==> config.mk <==
export PLATFORM = sky130hd
export DESIGN_NAME = tile_read_assembler
export DESIGN_NICKNAME = d
export VERILOG_FILES = /design/src/rtl/tile_read_assembler.sv
export SDC_FILE = /design/constraint.sdc
export NUM_CORES = 2
export LEC_CHECK = 0
export CAP_MARGIN = 40
export CORE_MARGIN = 3
export CORE_UTILIZATION = 45
export CTS_CLUSTER_SIZE = 25
export DETAILED_ROUTE_END_ITERATION = 16
export MAX_ROUTING_LAYER = met4
export PLACE_DENSITY = 0.71
export SYNTH_ARGS = -nofsm -noshare
export SYNTH_HDL_FRONTEND = slang
export SYNTH_SLANG_ARGS = --single-unit
==> constraint.sdc <==
create_clock -name clk -period 1.9 [get_ports clk]
set_input_delay 0.38 -clock clk [delete_from_list [all_inputs] [get_ports clk]]
set_output_delay 0.38 -clock clk [all_outputs]
set_load 0.1 [all_outputs]
==> src/rtl/tile_read_assembler.sv <==
// Collects NUM_FETCHES_PER_TILE BRAM read beats into one tile and presents it
// to a downstream consumer through a single valid/ready output register.
//
// state     | meaning
// ----------+---------------------------------------------------------------
// S_COLLECT | accepting read beats into the assembly buffer
// S_HOLD    | assembly buffer holds a complete tile; output slot still busy
module tile_read_assembler #(
   parameter int DATA_WIDTH           = 256,
   parameter int NUM_FETCHES_PER_TILE = 2,
   parameter int BRAM_LATENCY         = 1
) (
   input  logic                                     clk,
   input  logic                                     rst_n,
   input  logic                                     bram_en_i,
   input  logic [DATA_WIDTH-1:0]                    bram_rdata_i,
   input  logic                                     flush_i,
   input  logic                                     tile_ready_i,
   output logic                                     tile_valid_o,
   output logic [DATA_WIDTH*NUM_FETCHES_PER_TILE-1:0] tile_data_o,
   output logic                                     fetch_ok_o,
   output logic                                     overflow_o,
   output logic [15:0]                              tiles_delivered_o
);

   localparam int TW = DATA_WIDTH * NUM_FETCHES_PER_TILE;
   localparam int CW = (NUM_FETCHES_PER_TILE > 1) ? $clog2(NUM_FETCHES_PER_TILE) : 1;
   localparam logic [CW-1:0] LAST_BEAT = CW'(NUM_FETCHES_PER_TILE - 1);

   typedef enum logic {
      S_COLLECT,
      S_HOLD
   } state_t;

   state_t                  state_q;
   logic [BRAM_LATENCY-1:0] en_sr_q, en_sr_d;
   logic [CW-1:0]           cnt_q;
   logic [TW-1:0]           asm_q, asm_d;
   logic [TW-1:0]           out_q;
   logic                    valid_q;
   logic                    overflow_q;
   logic [15:0]             count_q;
   logic                    rd_valid;
   logic                    handshake;
   logic                    last_beat;

   assign rd_valid  = en_sr_q[BRAM_LATENCY-1];
   assign handshake = valid_q & tile_ready_i;
   assign last_beat = (cnt_q == LAST_BEAT);

   always_comb begin
      en_sr_d    = en_sr_q << 1;
      en_sr_d[0] = bram_en_i;
   end

   // Assembly buffer including the beat arriving this cycle, so a completing
   // tile can go straight to the output register on the same edge.
   always_comb begin
      asm_d = asm_q;
      if (state_q == S_COLLECT && rd_valid)
         asm_d[int'(cnt_q)*DATA_WIDTH +: DATA_WIDTH] = bram_rdata_i;
   end

   always_ff @(posedge clk or negedge rst_n) begin
      if (!rst_n) begin
         state_q    <= S_COLLECT;
         en_sr_q    <= '0;
         cnt_q      <= '0;
         asm_q      <= '0;
         out_q      <= '0;
         valid_q    <= 1'b0;
         overflow_q <= 1'b0;
         count_q    <= '0;
      end else if (flush_i) begin
         state_q    <= S_COLLECT;
         en_sr_q    <= '0;
         cnt_q      <= '0;
         asm_q      <= '0;
         out_q      <= '0;
         valid_q    <= 1'b0;
         overflow_q <= 1'b0;
      end else begin
         en_sr_q <= en_sr_d;
         asm_q   <= asm_d;
         if (handshake) begin
            count_q <= count_q + 16'd1;
            valid_q <= 1'b0;
         end
         case (state_q)
            S_COLLECT: begin
               if (rd_valid) begin
                  if (!last_beat) begin
                     cnt_q <= cnt_q + CW'(1);
                  end else if (!valid_q || handshake) begin
                     out_q   <= asm_d;
                     valid_q <= 1'b1;
                     cnt_q   <= '0;
                  end else begin
                     state_q <= S_HOLD;
                  end
               end
            end
            S_HOLD: begin
               // Beats landing here have nowhere to go and are dropped.
               if (rd_valid)
                  overflow_q <= 1'b1;
               if (handshake) begin
                  out_q   <= asm_q;
                  valid_q <= 1'b1;
                  cnt_q   <= '0;
                  state_q <= S_COLLECT;
               end
            end
            default: state_q <= S_COLLECT;
         endcase
      end
   end

   assign tile_valid_o      = valid_q;
   assign tile_data_o       = out_q;
   assign fetch_ok_o        = (state_q == S_COLLECT) && (cnt_q == '0) && (en_sr_q == '0);
   assign overflow_o        = overflow_q;
   assign tiles_delivered_o = count_q;

endmodule

==> impl_metrics.env <==
export IMPL_cts_root_buf="sky130_fd_sc_hd__clkbuf_16"
export IMPL_maxCapViolCount=0
export IMPL_synth_warning_count=0
export IMPL_postSynth_topFlopCell="sky130_fd_sc_hd__dfrtp_1"
export IMPL_synth_distinct_cells=36
export IMPL_synth_async_reset_ratio_pct=100
export IMPL_fin_crit_ns=2.12
export IMPL_number_of_flops_mapped_to_enable_cells_by_yosys=0
export IMPL_drt_pass1_iterations=6
export IMPL_first_global_vias=32800
export IMPL_transition_at_the_pin_with_the_smallest_max_transition_slack_ns=0.891
export IMPL_violations="setup timing"
export IMPL_num_rows=110
export IMPL_wirelength_um=139000
export IMPL_cts_max_level=3
export IMPL_multiInputGateArea_um2=14200
export IMPL_postSynthRegisterBits=1045
export IMPL_skew_ns=0.0368
export IMPL_grt_start_max_net_pins=131
export IMPL_cp_max_fo=2
export IMPL_dp_final_hpwl_um=90700
export IMPL_number_of_nets_in_the_layout=4592
export IMPL_netlist_top_cell_by_area="sky130_fd_sc_hd__dfrtp_1"
export IMPL_drive_gt1_share_pct=24.6
export IMPL_start_kind="register"
export IMPL_grt_util_all_layers_pct=28.5
export IMPL_first_pass_grt_wire_length_um=206000
export IMPL_postLayoutSetupSlackWorst_ns=-0.223
export IMPL_finish_instance_area_um2=58500
export IMPL_via_count=32900
export IMPL_drcViolationCount=0
export IMPL_period_share_pct=112
export IMPL_syn_area_per_cell_um2=12.0
export IMPL_design_die_area_um2=96100
export IMPL_most_frequent_cells_after_synthesis="1,045 x sky130_fd_sc_hd__dfrtp_1, 521 x sky130_fd_sc_hd__nand2_1, 502 x sky130_fd_sc_hd__o2bb2ai_1, 262 x sky130_fd_sc_hd__nor2_1, 260 x sky130_fd_sc_hd__a21oi_1"
export IMPL_placement_cell_area_um2=53000
export IMPL_initial_utilization_pct=45.8
export IMPL_cts_tree="yes"
export IMPL_gr_total_overflow=0
export IMPL_fp_dieH_um=310
export IMPL_fill_cells=6706
export IMPL_path_clk_slew_ns=0.06
export IMPL_slew_headroom_pct=40.6
export IMPL_antenna_left=0
export IMPL_crit_path_end_kind="output pin"
export IMPL_count_of_mapped_cells_out_of_synthesis=3473
export IMPL_routed_via_density=5.85
export IMPL_number_of_hold_slack_violations_in_the_final_timing_report=0
export IMPL_routed_wire_length_per_instance_um=24.7
export IMPL_post_synth_top_area_fraction_pct=62.8
export IMPL_timing_critical_path_required_ns=1.52
export IMPL_worst_skew_pair_late_latency_ns=0.68
export IMPL_status="finished with violations"
export IMPL_peakVddDrop_mv=0.681
export IMPL_power_density_nw_per_um2=879
export IMPL_pre_cts_ws_ns=-0.236
export IMPL_io_buffers=791
export IMPL_synth_net_count=3735
export IMPL_syn2layout_area_growth_pct=40.5
export IMPL_number_of_antenna_violations_at_the_first_check_in_global_routing=30
export IMPL_min_path_type="in -> reg"
export IMPL_hold_worst_slack_ns=0.276
export IMPL_rsz0062_at_grt="yes"
export IMPL_numCtsBuffers=108
export IMPL_fp_coreArea_um2=90800
export IMPL_final_cells=5623
export IMPL_placed_cells_incl_taps=5338
export IMPL_setup_violations=571
export IMPL_p_leak_nw=25.5
export IMPL_path_class="reg -> out"
export IMPL_synth_top_cells_by_area="sky130_fd_sc_hd__dfrtp_1 63%, sky130_fd_sc_hd__o2bb2ai_1 11%, sky130_fd_sc_hd__mux2i_1 6.2%, sky130_fd_sc_hd__nand2_1 4.7%, sky130_fd_sc_hd__a22oi_1 4.6%"
export IMPL_regArea_um2=26200
export IMPL_clock_fmax_ghz=0.471
export IMPL_drt_first_iter_violations=3375
export IMPL_ys_seq_area_share_pct=62.8
export IMPL_io_pins=792
export IMPL_fp_dieW_um=310
export IMPL_critPathArrivalTime_ns=1.74
export IMPL_cts_sinks=1045
export IMPL_maxSlewViolCount=0
export IMPL_synthesis_area_um2=41600
export IMPL_cts_max_path_buffers=3
export IMPL_weighted_congestion_at_the_end_of_routability_driven_global_placement=0.878
export IMPL_power_total_mw=51.4
export IMPL_yosysMostFrequentCell="sky130_fd_sc_hd__dfrtp_1"
cells by family after synthesis:
kind of cell,synth area share [%]
flops,62.8
compound gates,18.8
simple gates,7.52
buf+inv,4.32
mux,6.19
xor+xnor,0.316
fa+ha+maj,0.0301
cells in the final DEF (no fill, tap or decap), types with 15 or more instances in the layout:
cell type / count
sky130_fd_sc_hd__buf_4: 469
sky130_fd_sc_hd__dfrtp_1: 1030
sky130_fd_sc_hd__buf_12: 278
sky130_fd_sc_hd__buf_6: 17
sky130_fd_sc_hd__clkbuf_16: 116
sky130_fd_sc_hd__o2bb2ai_1: 491
sky130_fd_sc_hd__buf_16: 16
sky130_fd_sc_hd__mux2i_1: 200
sky130_fd_sc_hd__mux2i_2: 29
sky130_fd_sc_hd__a22oi_1: 256
sky130_fd_sc_hd__clkbuf_8: 28
sky130_fd_sc_hd__clkdlybuf4s50_1: 258
sky130_fd_sc_hd__o2bb2ai_2: 20
sky130_fd_sc_hd__a21oi_1: 259
sky130_fd_sc_hd__clkinv_2: 19
sky130_fd_sc_hd__nand2_1: 521
sky130_fd_sc_hd__nor2_1: 262
sky130_fd_sc_hd__diode_2: 31
sky130_fd_sc_hd__clkbuf_1: 15
sky130_fd_sc_hd__mux2i_4: 27
per-layer routing:
| metal | wire (um) | track usage (%) | vias up |
|---|---|---|---|
| li1 | - | - | 14200 |
| met1 | 54600 | 36.1 | 16800 |
| met2 | 67100 | 44.3 | 1476 |
| met3 | 10400 | 6.00 | 335 |
| met4 | 6830 | 13.2 | 0 |
| met5 | 0 | - | - |
state kept, by name, summed over array words and instances (netlist names):
name               cells
en_sr_q                1
cnt_q                  1
overflow_o             1
asm_q                512
tiles_delivered_o     16
state_q                1
tile_data_o          512
tile_valid_o           1
worst max-delay path: stages, from the launching register on:
cell	delay, ns
sky130_fd_sc_hd__dfrtp_4	0.48
sky130_fd_sc_hd__buf_6	0.13
sky130_fd_sc_hd__buf_8	0.11
sky130_fd_sc_hd__nor3_4	0.15
sky130_fd_sc_hd__buf_12	0.20
through the flow:
stage	setup TNS, ns	util, %
floorplan	-0.207	-
global placement	-85.54	58.3
detailed placement	-84.32	58.3
CTS	-53.29	63.3
global route	-84.35	64.4
finish	-39.08	64.4
power by group:
part / internal, mW / leakage (nW) / total [mW] / switching, mW
Combinational: 2.22 / 9.26 / 6.15 / 3.93
Clock: 12.9 / 1.84 / 22.1 / 9.16
Sequential: 22.8 / 14.4 / 23.2 / 0.364
Total: 37.9 / 25.5 / 51.4 / 13.5
layout make-up:
class / instances / area share, %
antenna: 31 / 0.133
tap: 1176 / 2.52
clock inverter: 44 / 0.963
timing repair buffer: 1060 / 21.9
sequential: 1045 / 44.8
multi-input combinational: 2114 / 24.3
clock buffer: 152 / 5.42
inverter: 1 / 0.00642
repair_timing:
| action | in CTS | in global routing |
|---|---|---|
| setup endpoints to repair | 44 | 755 |
| pin swaps | 3 | 1 |
| resized for setup | 77 | 84 |
| gates cloned | 11 | 8 |
| buffers inserted | 11 | 26 |
| hold endpoints to repair | 435 | 0 |
| hold buffers | 2 | 0 |
final timing paths:
check	start	end	slack, ns	cells past startpoint
worst max-delay path	state_q	fetch_ok_o	-0.22	4
worst min-delay path	bram_en_i	en_sr_q	0.28	2
worst max register to register	state_q	tile_data_o[378]	-0.17	8
worst min register to register	tile_data_o[458]	tile_data_o[458]	0.49	1
max in group asynchronous	rst_n	asm_q[401]	0.72	4
min in group asynchronous	rst_n	asm_q[435]	0.39	3
No activity file was read; power rests on OpenSTA's default activity.
